**config.mk**
```make
export PLATFORM = sky130hd
export DESIGN_NAME = rv_instr_evmon
export DESIGN_NICKNAME = d
export VERILOG_FILES = /design/src/rtl/rv_instr_evmon_pkg.sv /design/src/rtl/rv_instr_evmon.sv
export SDC_FILE = /design/constraint.sdc
export NUM_CORES = 1
export LEC_CHECK = 0
export BUFFER_PORTS_ARGS = -buffer_cell sky130_fd_sc_hd__buf_2
export CORE_MARGIN = 2
export CORE_UTILIZATION = 43
export DETAILED_ROUTE_END_ITERATION = 10
export PLACE_DENSITY = 0.82
export SLEW_MARGIN = 25
export SYNTH_ARGS = -nofsm -noshare
export SYNTH_HDL_FRONTEND = slang
export SYNTH_SLANG_ARGS = --single-unit
```
**constraint.sdc**
```tcl
create_clock -name i_clk -period 2 [get_ports i_clk]
set_clock_uncertainty 0.05 [all_clocks]
set_input_delay 0.1 -clock i_clk [delete_from_list [all_inputs] [get_ports i_clk]]
set_output_delay 0.1 -clock i_clk [all_outputs]
set_load 0.05 [all_outputs]
```
**src/rtl/rv_instr_evmon_pkg.sv**
```systemverilog
// Shared definitions for the RV32 instruction event monitor: event indices
// in port order and the per-class membership masks over the flag vector.
package rv_instr_evmon_pkg;

  localparam int EV_N = 49;

  typedef enum logic [5:0] {
    IDX_LUI, IDX_AUIPC, IDX_JAL, IDX_JALR,
    IDX_BEQ, IDX_BNE, IDX_BLT, IDX_BGE, IDX_BLTU, IDX_BGEU,
    IDX_LB, IDX_LH, IDX_LW, IDX_LBU, IDX_LHU,
    IDX_SB, IDX_SH, IDX_SW,
    IDX_ADDI, IDX_SLTI, IDX_SLTIU, IDX_XORI, IDX_ORI, IDX_ANDI,
    IDX_SLLI, IDX_SRLI, IDX_SRAI,
    IDX_ADD, IDX_SUB, IDX_SLL, IDX_SLT, IDX_SLTU, IDX_XOR, IDX_SRL, IDX_SRA,
    IDX_OR, IDX_AND,
    IDX_RDCYCLE, IDX_RDCYCLEH, IDX_RDINSTR, IDX_RDINSTRH,
    IDX_ECALL_EBREAK,
    IDX_GETQ, IDX_SETQ, IDX_RETIRQ, IDX_MASKIRQ, IDX_WAITIRQ, IDX_TIMER,
    IDX_TRAP
  } ev_idx_e;

  typedef logic [EV_N-1:0] ev_vec_t;

  function automatic ev_vec_t ev_bit(input ev_idx_e idx);
    ev_vec_t v;
    v = '0;
    v[idx] = 1'b1;
    return v;
  endfunction

  localparam ev_vec_t LOAD_MASK =
    ev_bit(IDX_LB) | ev_bit(IDX_LH) | ev_bit(IDX_LW) | ev_bit(IDX_LBU) | ev_bit(IDX_LHU);

  localparam ev_vec_t STORE_MASK =
    ev_bit(IDX_SB) | ev_bit(IDX_SH) | ev_bit(IDX_SW);

  localparam ev_vec_t BRANCH_MASK =
    ev_bit(IDX_BEQ) | ev_bit(IDX_BNE) | ev_bit(IDX_BLT) |
    ev_bit(IDX_BGE) | ev_bit(IDX_BLTU) | ev_bit(IDX_BGEU);

  localparam ev_vec_t JUMP_MASK =
    ev_bit(IDX_JAL) | ev_bit(IDX_JALR);

  localparam ev_vec_t ALU_MASK =
    ev_bit(IDX_LUI)  | ev_bit(IDX_AUIPC) | ev_bit(IDX_ADDI) | ev_bit(IDX_SLTI) |
    ev_bit(IDX_SLTIU) | ev_bit(IDX_XORI) | ev_bit(IDX_ORI)  | ev_bit(IDX_ANDI) |
    ev_bit(IDX_SLLI) | ev_bit(IDX_SRLI)  | ev_bit(IDX_SRAI) | ev_bit(IDX_ADD)  |
    ev_bit(IDX_SUB)  | ev_bit(IDX_SLL)   | ev_bit(IDX_SLT)  | ev_bit(IDX_SLTU) |
    ev_bit(IDX_XOR)  | ev_bit(IDX_SRL)   | ev_bit(IDX_SRA)  | ev_bit(IDX_OR)   |
    ev_bit(IDX_AND);

  localparam ev_vec_t CSR_MASK =
    ev_bit(IDX_RDCYCLE) | ev_bit(IDX_RDCYCLEH) | ev_bit(IDX_RDINSTR) | ev_bit(IDX_RDINSTRH);

  localparam ev_vec_t IRQOP_MASK =
    ev_bit(IDX_GETQ) | ev_bit(IDX_SETQ) | ev_bit(IDX_RETIRQ) |
    ev_bit(IDX_MASKIRQ) | ev_bit(IDX_WAITIRQ) | ev_bit(IDX_TIMER);

endpackage

```
**src/rtl/rv_instr_evmon.sv**
```systemverilog
// Registered single-cycle event pulses from the core's decoded-instruction
// flags, qualified by i_dbg_next. Optional ev_discont output: EVMON_DISCONT_EN.
module rv_instr_evmon
  import rv_instr_evmon_pkg::*;
#(
  parameter int CNT_W = 32
) (
  input  logic i_clk,
  input  logic i_rst_n,
  input  logic i_instr_lui,   input  logic i_instr_auipc,
  input  logic i_instr_jal,   input  logic i_instr_jalr,
  input  logic i_instr_beq,   input  logic i_instr_bne,
  input  logic i_instr_blt,   input  logic i_instr_bge,
  input  logic i_instr_bltu,  input  logic i_instr_bgeu,
  input  logic i_instr_lb,    input  logic i_instr_lh,
  input  logic i_instr_lw,    input  logic i_instr_lbu,
  input  logic i_instr_lhu,   input  logic i_instr_sb,
  input  logic i_instr_sh,    input  logic i_instr_sw,
  input  logic i_instr_addi,  input  logic i_instr_slti,
  input  logic i_instr_sltiu, input  logic i_instr_xori,
  input  logic i_instr_ori,   input  logic i_instr_andi,
  input  logic i_instr_slli,  input  logic i_instr_srli,
  input  logic i_instr_srai,  input  logic i_instr_add,
  input  logic i_instr_sub,   input  logic i_instr_sll,
  input  logic i_instr_slt,   input  logic i_instr_sltu,
  input  logic i_instr_xor,   input  logic i_instr_srl,
  input  logic i_instr_sra,   input  logic i_instr_or,
  input  logic i_instr_and,   input  logic i_instr_rdcycle,
  input  logic i_instr_rdcycleh, input logic i_instr_rdinstr,
  input  logic i_instr_rdinstrh, input logic i_instr_ecall_ebreak,
  input  logic i_instr_getq,  input  logic i_instr_setq,
  input  logic i_instr_retirq, input logic i_instr_maskirq,
  input  logic i_instr_waitirq, input logic i_instr_timer,
  input  logic i_instr_trap,
  input  logic [31:0] i_pc,
  input  logic [31:0] i_next_pc,
  input  logic i_dbg_next,
  output logic ev_lui,   output logic ev_auipc,
  output logic ev_jal,   output logic ev_jalr,
  output logic ev_beq,   output logic ev_bne,
  output logic ev_blt,   output logic ev_bge,
  output logic ev_bltu,  output logic ev_bgeu,
  output logic ev_lb,    output logic ev_lh,
  output logic ev_lw,    output logic ev_lbu,
  output logic ev_lhu,   output logic ev_sb,
  output logic ev_sh,    output logic ev_sw,
  output logic ev_addi,  output logic ev_slti,
  output logic ev_sltiu, output logic ev_xori,
  output logic ev_ori,   output logic ev_andi,
  output logic ev_slli,  output logic ev_srli,
  output logic ev_srai,  output logic ev_add,
  output logic ev_sub,   output logic ev_sll,
  output logic ev_slt,   output logic ev_sltu,
  output logic ev_xor,   output logic ev_srl,
  output logic ev_sra,   output logic ev_or,
  output logic ev_and,   output logic ev_rdcycle,
  output logic ev_rdcycleh, output logic ev_rdinstr,
  output logic ev_rdinstrh, output logic ev_ecall_ebreak,
  output logic ev_getq,  output logic ev_setq,
  output logic ev_retirq, output logic ev_maskirq,
  output logic ev_waitirq, output logic ev_timer,
  output logic ev_trap,
  output logic ev_any,
  output logic ev_load,
  output logic ev_store,
  output logic ev_branch,
  output logic ev_jump,
  output logic ev_alu,
  output logic ev_csr,
  output logic ev_irqop,
`ifdef EVMON_DISCONT_EN
  output logic ev_discont,
`endif
  output logic [CNT_W-1:0] o_instret
);

  ev_vec_t w_flags;
  ev_vec_t w_qual;

  assign w_flags[IDX_LUI]          = i_instr_lui;
  assign w_flags[IDX_AUIPC]        = i_instr_auipc;
  assign w_flags[IDX_JAL]          = i_instr_jal;
  assign w_flags[IDX_JALR]         = i_instr_jalr;
  assign w_flags[IDX_BEQ]          = i_instr_beq;
  assign w_flags[IDX_BNE]          = i_instr_bne;
  assign w_flags[IDX_BLT]          = i_instr_blt;
  assign w_flags[IDX_BGE]          = i_instr_bge;
  assign w_flags[IDX_BLTU]         = i_instr_bltu;
  assign w_flags[IDX_BGEU]         = i_instr_bgeu;
  assign w_flags[IDX_LB]           = i_instr_lb;
  assign w_flags[IDX_LH]           = i_instr_lh;
  assign w_flags[IDX_LW]           = i_instr_lw;
  assign w_flags[IDX_LBU]          = i_instr_lbu;
  assign w_flags[IDX_LHU]          = i_instr_lhu;
  assign w_flags[IDX_SB]           = i_instr_sb;
  assign w_flags[IDX_SH]           = i_instr_sh;
  assign w_flags[IDX_SW]           = i_instr_sw;
  assign w_flags[IDX_ADDI]         = i_instr_addi;
  assign w_flags[IDX_SLTI]         = i_instr_slti;
  assign w_flags[IDX_SLTIU]        = i_instr_sltiu;
  assign w_flags[IDX_XORI]         = i_instr_xori;
  assign w_flags[IDX_ORI]          = i_instr_ori;
  assign w_flags[IDX_ANDI]         = i_instr_andi;
  assign w_flags[IDX_SLLI]         = i_instr_slli;
  assign w_flags[IDX_SRLI]         = i_instr_srli;
  assign w_flags[IDX_SRAI]         = i_instr_srai;
  assign w_flags[IDX_ADD]          = i_instr_add;
  assign w_flags[IDX_SUB]          = i_instr_sub;
  assign w_flags[IDX_SLL]          = i_instr_sll;
  assign w_flags[IDX_SLT]          = i_instr_slt;
  assign w_flags[IDX_SLTU]         = i_instr_sltu;
  assign w_flags[IDX_XOR]          = i_instr_xor;
  assign w_flags[IDX_SRL]          = i_instr_srl;
  assign w_flags[IDX_SRA]          = i_instr_sra;
  assign w_flags[IDX_OR]           = i_instr_or;
  assign w_flags[IDX_AND]          = i_instr_and;
  assign w_flags[IDX_RDCYCLE]      = i_instr_rdcycle;
  assign w_flags[IDX_RDCYCLEH]     = i_instr_rdcycleh;
  assign w_flags[IDX_RDINSTR]      = i_instr_rdinstr;
  assign w_flags[IDX_RDINSTRH]     = i_instr_rdinstrh;
  assign w_flags[IDX_ECALL_EBREAK] = i_instr_ecall_ebreak;
  assign w_flags[IDX_GETQ]         = i_instr_getq;
  assign w_flags[IDX_SETQ]         = i_instr_setq;
  assign w_flags[IDX_RETIRQ]       = i_instr_retirq;
  assign w_flags[IDX_MASKIRQ]      = i_instr_maskirq;
  assign w_flags[IDX_WAITIRQ]      = i_instr_waitirq;
  assign w_flags[IDX_TIMER]        = i_instr_timer;
  assign w_flags[IDX_TRAP]         = i_instr_trap;

  // Flags are don't-care unless the core is launching an instruction.
  assign w_qual = w_flags & {EV_N{i_dbg_next}};

  ev_vec_t          r_ev;
  logic             r_any;
  logic             r_load, r_store, r_branch, r_jump, r_alu, r_csr, r_irqop;
  logic [CNT_W-1:0] r_instret;

  always_ff @(posedge i_clk or negedge i_rst_n) begin
    if (!i_rst_n) begin
      r_ev      <= '0;
      r_any     <= 1'b0;
      r_load    <= 1'b0;
      r_store   <= 1'b0;
      r_branch  <= 1'b0;
      r_jump    <= 1'b0;
      r_alu     <= 1'b0;
      r_csr     <= 1'b0;
      r_irqop   <= 1'b0;
      r_instret <= '0;
    end else begin
      // NOTE: non-blocking so every register samples pre-edge values; the
      // counter reads its own old value with no ordering hazard.
      r_ev      <= w_qual;
      r_any     <= i_dbg_next;
      r_load    <= |(w_qual & LOAD_MASK);
      r_store   <= |(w_qual & STORE_MASK);
      r_branch  <= |(w_qual & BRANCH_MASK);
      r_jump    <= |(w_qual & JUMP_MASK);
      r_alu     <= |(w_qual & ALU_MASK);
      r_csr     <= |(w_qual & CSR_MASK);
      r_irqop   <= |(w_qual & IRQOP_MASK);
      if (i_dbg_next) r_instret <= r_instret + CNT_W'(1);
    end
  end

`ifdef EVMON_DISCONT_EN
  logic [31:0] w_pc_plus2;
  logic [31:0] w_pc_plus4;
  logic        r_discont;

  // Sequential fetch advances by 2 (compressed) or 4; anything else is a jump.
  assign w_pc_plus2 = i_pc + 32'd2;
  assign w_pc_plus4 = i_pc + 32'd4;

  always_ff @(posedge i_clk or negedge i_rst_n) begin
    if (!i_rst_n) r_discont <= 1'b0;
    else          r_discont <= i_dbg_next & (i_next_pc != w_pc_plus2) & (i_next_pc != w_pc_plus4);
  end

  assign ev_discont = r_discont;
`else
  logic w_unused_pc;
  assign w_unused_pc = ^{i_pc, i_next_pc};
`endif

  assign ev_lui          = r_ev[IDX_LUI];
  assign ev_auipc        = r_ev[IDX_AUIPC];
  assign ev_jal          = r_ev[IDX_JAL];
  assign ev_jalr         = r_ev[IDX_JALR];
  assign ev_beq          = r_ev[IDX_BEQ];
  assign ev_bne          = r_ev[IDX_BNE];
  assign ev_blt          = r_ev[IDX_BLT];
  assign ev_bge          = r_ev[IDX_BGE];
  assign ev_bltu         = r_ev[IDX_BLTU];
  assign ev_bgeu         = r_ev[IDX_BGEU];
  assign ev_lb           = r_ev[IDX_LB];
  assign ev_lh           = r_ev[IDX_LH];
  assign ev_lw           = r_ev[IDX_LW];
  assign ev_lbu          = r_ev[IDX_LBU];
  assign ev_lhu          = r_ev[IDX_LHU];
  assign ev_sb           = r_ev[IDX_SB];
  assign ev_sh           = r_ev[IDX_SH];
  assign ev_sw           = r_ev[IDX_SW];
  assign ev_addi         = r_ev[IDX_ADDI];
  assign ev_slti         = r_ev[IDX_SLTI];
  assign ev_sltiu        = r_ev[IDX_SLTIU];
  assign ev_xori         = r_ev[IDX_XORI];
  assign ev_ori          = r_ev[IDX_ORI];
  assign ev_andi         = r_ev[IDX_ANDI];
  assign ev_slli         = r_ev[IDX_SLLI];
  assign ev_srli         = r_ev[IDX_SRLI];
  assign ev_srai         = r_ev[IDX_SRAI];
  assign ev_add          = r_ev[IDX_ADD];
  assign ev_sub          = r_ev[IDX_SUB];
  assign ev_sll          = r_ev[IDX_SLL];
  assign ev_slt          = r_ev[IDX_SLT];
  assign ev_sltu         = r_ev[IDX_SLTU];
  assign ev_xor          = r_ev[IDX_XOR];
  assign ev_srl          = r_ev[IDX_SRL];
  assign ev_sra          = r_ev[IDX_SRA];
  assign ev_or           = r_ev[IDX_OR];
  assign ev_and          = r_ev[IDX_AND];
  assign ev_rdcycle      = r_ev[IDX_RDCYCLE];
  assign ev_rdcycleh     = r_ev[IDX_RDCYCLEH];
  assign ev_rdinstr      = r_ev[IDX_RDINSTR];
  assign ev_rdinstrh     = r_ev[IDX_RDINSTRH];
  assign ev_ecall_ebreak = r_ev[IDX_ECALL_EBREAK];
  assign ev_getq         = r_ev[IDX_GETQ];
  assign ev_setq         = r_ev[IDX_SETQ];
  assign ev_retirq       = r_ev[IDX_RETIRQ];
  assign ev_maskirq      = r_ev[IDX_MASKIRQ];
  assign ev_waitirq      = r_ev[IDX_WAITIRQ];
  assign ev_timer        = r_ev[IDX_TIMER];
  assign ev_trap         = r_ev[IDX_TRAP];

  assign ev_any    = r_any;
  assign ev_load   = r_load;
  assign ev_store  = r_store;
  assign ev_branch = r_branch;
  assign ev_jump   = r_jump;
  assign ev_alu    = r_alu;
  assign ev_csr    = r_csr;
  assign ev_irqop  = r_irqop;
  assign o_instret = r_instret;

endmodule

```
==> flow_summary.json <==
{
  "crit_family": "simple AND/OR/NAND/NOR gates",
  "arrival_ns": 1.97,
  "dieWidth_um": 93.4,
  "drt-total-wl_mm": 8.85,
  "synthArstFlopShare_pct": 100,
  "synth_top_area_share_pct": 64.8,
  "synth_edf_count": 0,
  "grt_max_degree": 41,
  "regArea_sq_um": 2230,
  "cts_max_level": 3,
  "pin_count": 205,
  "max_freq_ghz": 0.570,
  "setup_violations": 0,
  "synth_common_cells": "dfrtp_1 (89), and2_1 (51), xor2_1 (18)",
  "cts_buffer_depth": 2,
  "vdd_drop_max_mv": 0.542,
  "ys_ff_latch": 89,
  "critPathCaptureType": "flip-flop",
  "syn-instance-count": 261,
  "fin_crit_sh_pct": 87.8,
  "finalCriticalPeriod_ns": 1.76,
  "avgSynthCellArea_sq_um": 13.2,
  "drive_above_1_share_pct": 39.5,
  "slew_headroom_pct": 71.7,
  "leakagePower_nw": 2.64,
  "fp.dieH_um": 93.4,
  "hold_path_class": "in -> reg",
  "nets": 575,
  "dr_total_vias": 2713,
  "gp_congestion": 0.822,
  "yosysSeqAreaShare_pct": 64.8,
  "grtUsageTotal_pct": 21.5,
  "cts_buffers": 9,
  "dr.pass1.iters": 4,
  "core_sq_um": 7730,
  "clkSinkCount": 89,
  "ys_types": 31,
  "cts_tree": "yes",
  "yosysMostFrequentCell": "dfrtp_1",
  "antenna_found_initial": 0,
  "ant_nets": 0,
  "rows": 32,
  "final-hold-violation-count": 0,
  "syn_nets": 378,
  "slowest_stage": "dfrtp_1",
  "worstPathCellList": "and3_1 -> nand4_2 -> buf_4 -> nor4_2 -> xor2_1",
  "synthTopCellsByArea": "dfrtp_1 (65%), and2_1 (9.3%), xor2_1 (4.6%), xnor2_1 (3.3%), nor4_2 (3.3%)",
  "fin_cells": 565,
  "slew_viol_final": 0,
  "max_stage_delay_ns": 0.44,
  "synthFlopType": "dfrtp_1",
  "status": "finished, final reports clean",
  "worstPathRequired_ns": 2.22,
  "crit_start": "o_instret[4]",
  "start_kind": "flip-flop",
  "syn_to_final_growth_pct": 45.4,
  "grt_overflow": 0,
  "hp-start": "i_dbg_next",
  "post-cts-setup-buffers": 0,
  "grt_first_pass_wirelength_mm": 14.4,
  "routedWlPerCell_um": 15.7,
  "dieArea_sq_um": 8730,
  "clkTransAtPathRegs_ns": 0.09,
  "rsz0062_at_grt": "no",
  "yosys_warnings": 0,
  "io_buffers": 140,
  "drcViolationCount": 0,
  "clock_latency_ns": 0.34,
  "tns_ns": 0,
  "r2r-start": "o_instret[4]",
  "critPathBufInv": 1,
  "dp_hpwl_mm": 5.76,
  "path_class": "reg -> reg",
  "tightest_slew_ns": 0.425,
  "crit_fanout": 7,
  "grt_pass1_vias": 2932,
  "nFillCells": 571,
  "yosysTopAreaCell": "dfrtp_1",
  "ctsRootBufferMaster": "clkbuf_8",
  "antenna_cells": 0,
  "placedCellCount": 499,
  "cts-resized-gates": 0,
  "start_util_pct": 44.5,
  "drt-initial-drc-count": 80,
  "power_density_nw_per_um2": 880,
  "syn_area_sq_um": 3440,
  "multi_input_area_sq_um": 1150,
  "drv_cap": 0,
  "vias_per_cell": 4.80
}
==> flip-flops by register name, summed over array words and instances, names as in the netlist <==
register   cells
ev_alu         1
ev_any         1
ev_branch      1
ev_csr         1
ev_irqop       1
ev_jump        1
ev_load        1
ev_store       1
o_instret     32
r_ev          49
==> timing repair <==
action                                  in CTS  in global routing
endpoints found under the setup margin       0                  0
hold endpoints to repair                   139                  0
hold buffers                                50                  0
==> worst paths after layout <==
| kind | to | slack (ns) | depth (start not counted) |
|---|---|---|---|
| worst max-delay path | o_instret[23] | 0.24 | 5 |
| worst min register to register | o_instret[31] | 0.42 | 1 |
| max in group asynchronous | ev_alu | 1.10 | 3 |
| worst max register to register | o_instret[23] | 0.24 | 5 |
| min in group asynchronous | o_instret[19] | 0.11 | 2 |
| worst min-delay path | o_instret[2] | 0.02 | 3 |
==> report_power, final <==
part	internal, W	switching (W)
combinational	0.000297	0.000688
clock	0.000742	0.000635
sequential	0.00192	0.000111
==> layout by cell type (no fill, tap or decap), drive strengths merged, types with 2 or more instances in the layout <==
| master | n |
|---|---|
| inv | 5 |
| nor3 | 5 |
| and2 | 51 |
| nor4 | 16 |
| or3 | 2 |
| and3 | 8 |
| xor2 | 18 |
| dlygate4sd3 | 50 |
| clkinv | 2 |
| buf | 145 |
| nand4 | 7 |
| xnor2 | 13 |
| dfrtp | 89 |
| bufinv | 2 |
| and4 | 3 |
| nand2 | 14 |
| nor2 | 7 |
| clkbuf | 10 |
| nand3 | 10 |
==> final cells by class <==
| type | count | area share [%] |
|---|---|---|
| tap | 102 | 2.55 |
| multi-input combinational | 159 | 23.0 |
| timing repair buffer | 195 | 25.1 |
| inverter | 4 | 0.300 |
| clock inverter | 6 | 1.80 |
| sequential | 89 | 44.5 |
| clock buffer | 10 | 2.75 |
==> tightest hold or removal path: cells and delay by family <==
family,cells,cell delay [ns]
AND/OR/NAND/NOR,1,0.08
XOR/XNOR,1,0.06
buffers and inverters,1,0.14
==> kinds of logic (layout without fill, tap and decap cells) <==
logic type	after synthesis	count (layout)	share of synthesized area, %
and+or+nand+nor	126	126	24.8
DFF	89	89	64.8
xor gates and xnor gates	31	31	7.90
buffers and inverters	13	215	1.82
adders and majority gates	1	1	0.364
muxes	1	1	0.327
==> layer usage <==
metal  up-vias  global-route usage [%]  wire (um)
met1      1315                    25.7       3570
met3        13                    7.17        754
li1       1264                       -          -
met4         0                    8.33        167
met5         -                       0          0
met2       121                    36.0       4360
==> through the flow <==
stage / setup slack [ns] / hold WS [ns] / util (%) / total power [W] / cell area, sq um
after global routing: 0.0959 / 0.0365 / 64.7 / 0.00457 / 5000
after floorplan: 0.0495 / -0.246 / - / 0.00267 / 3440
after global placement: 0.299 / -0.0737 / 55.3 / 0.00294 / 4270
final: 0.245 / 0.0178 / 64.7 / 0.00440 / 5000
after CTS: 0.230 / 0.00906 / 64.7 / 0.00442 / 5000
after detailed placement: 0.257 / -0.0665 / 55.3 / 0.00297 / 4270
(Power assumes the default switching activity.)
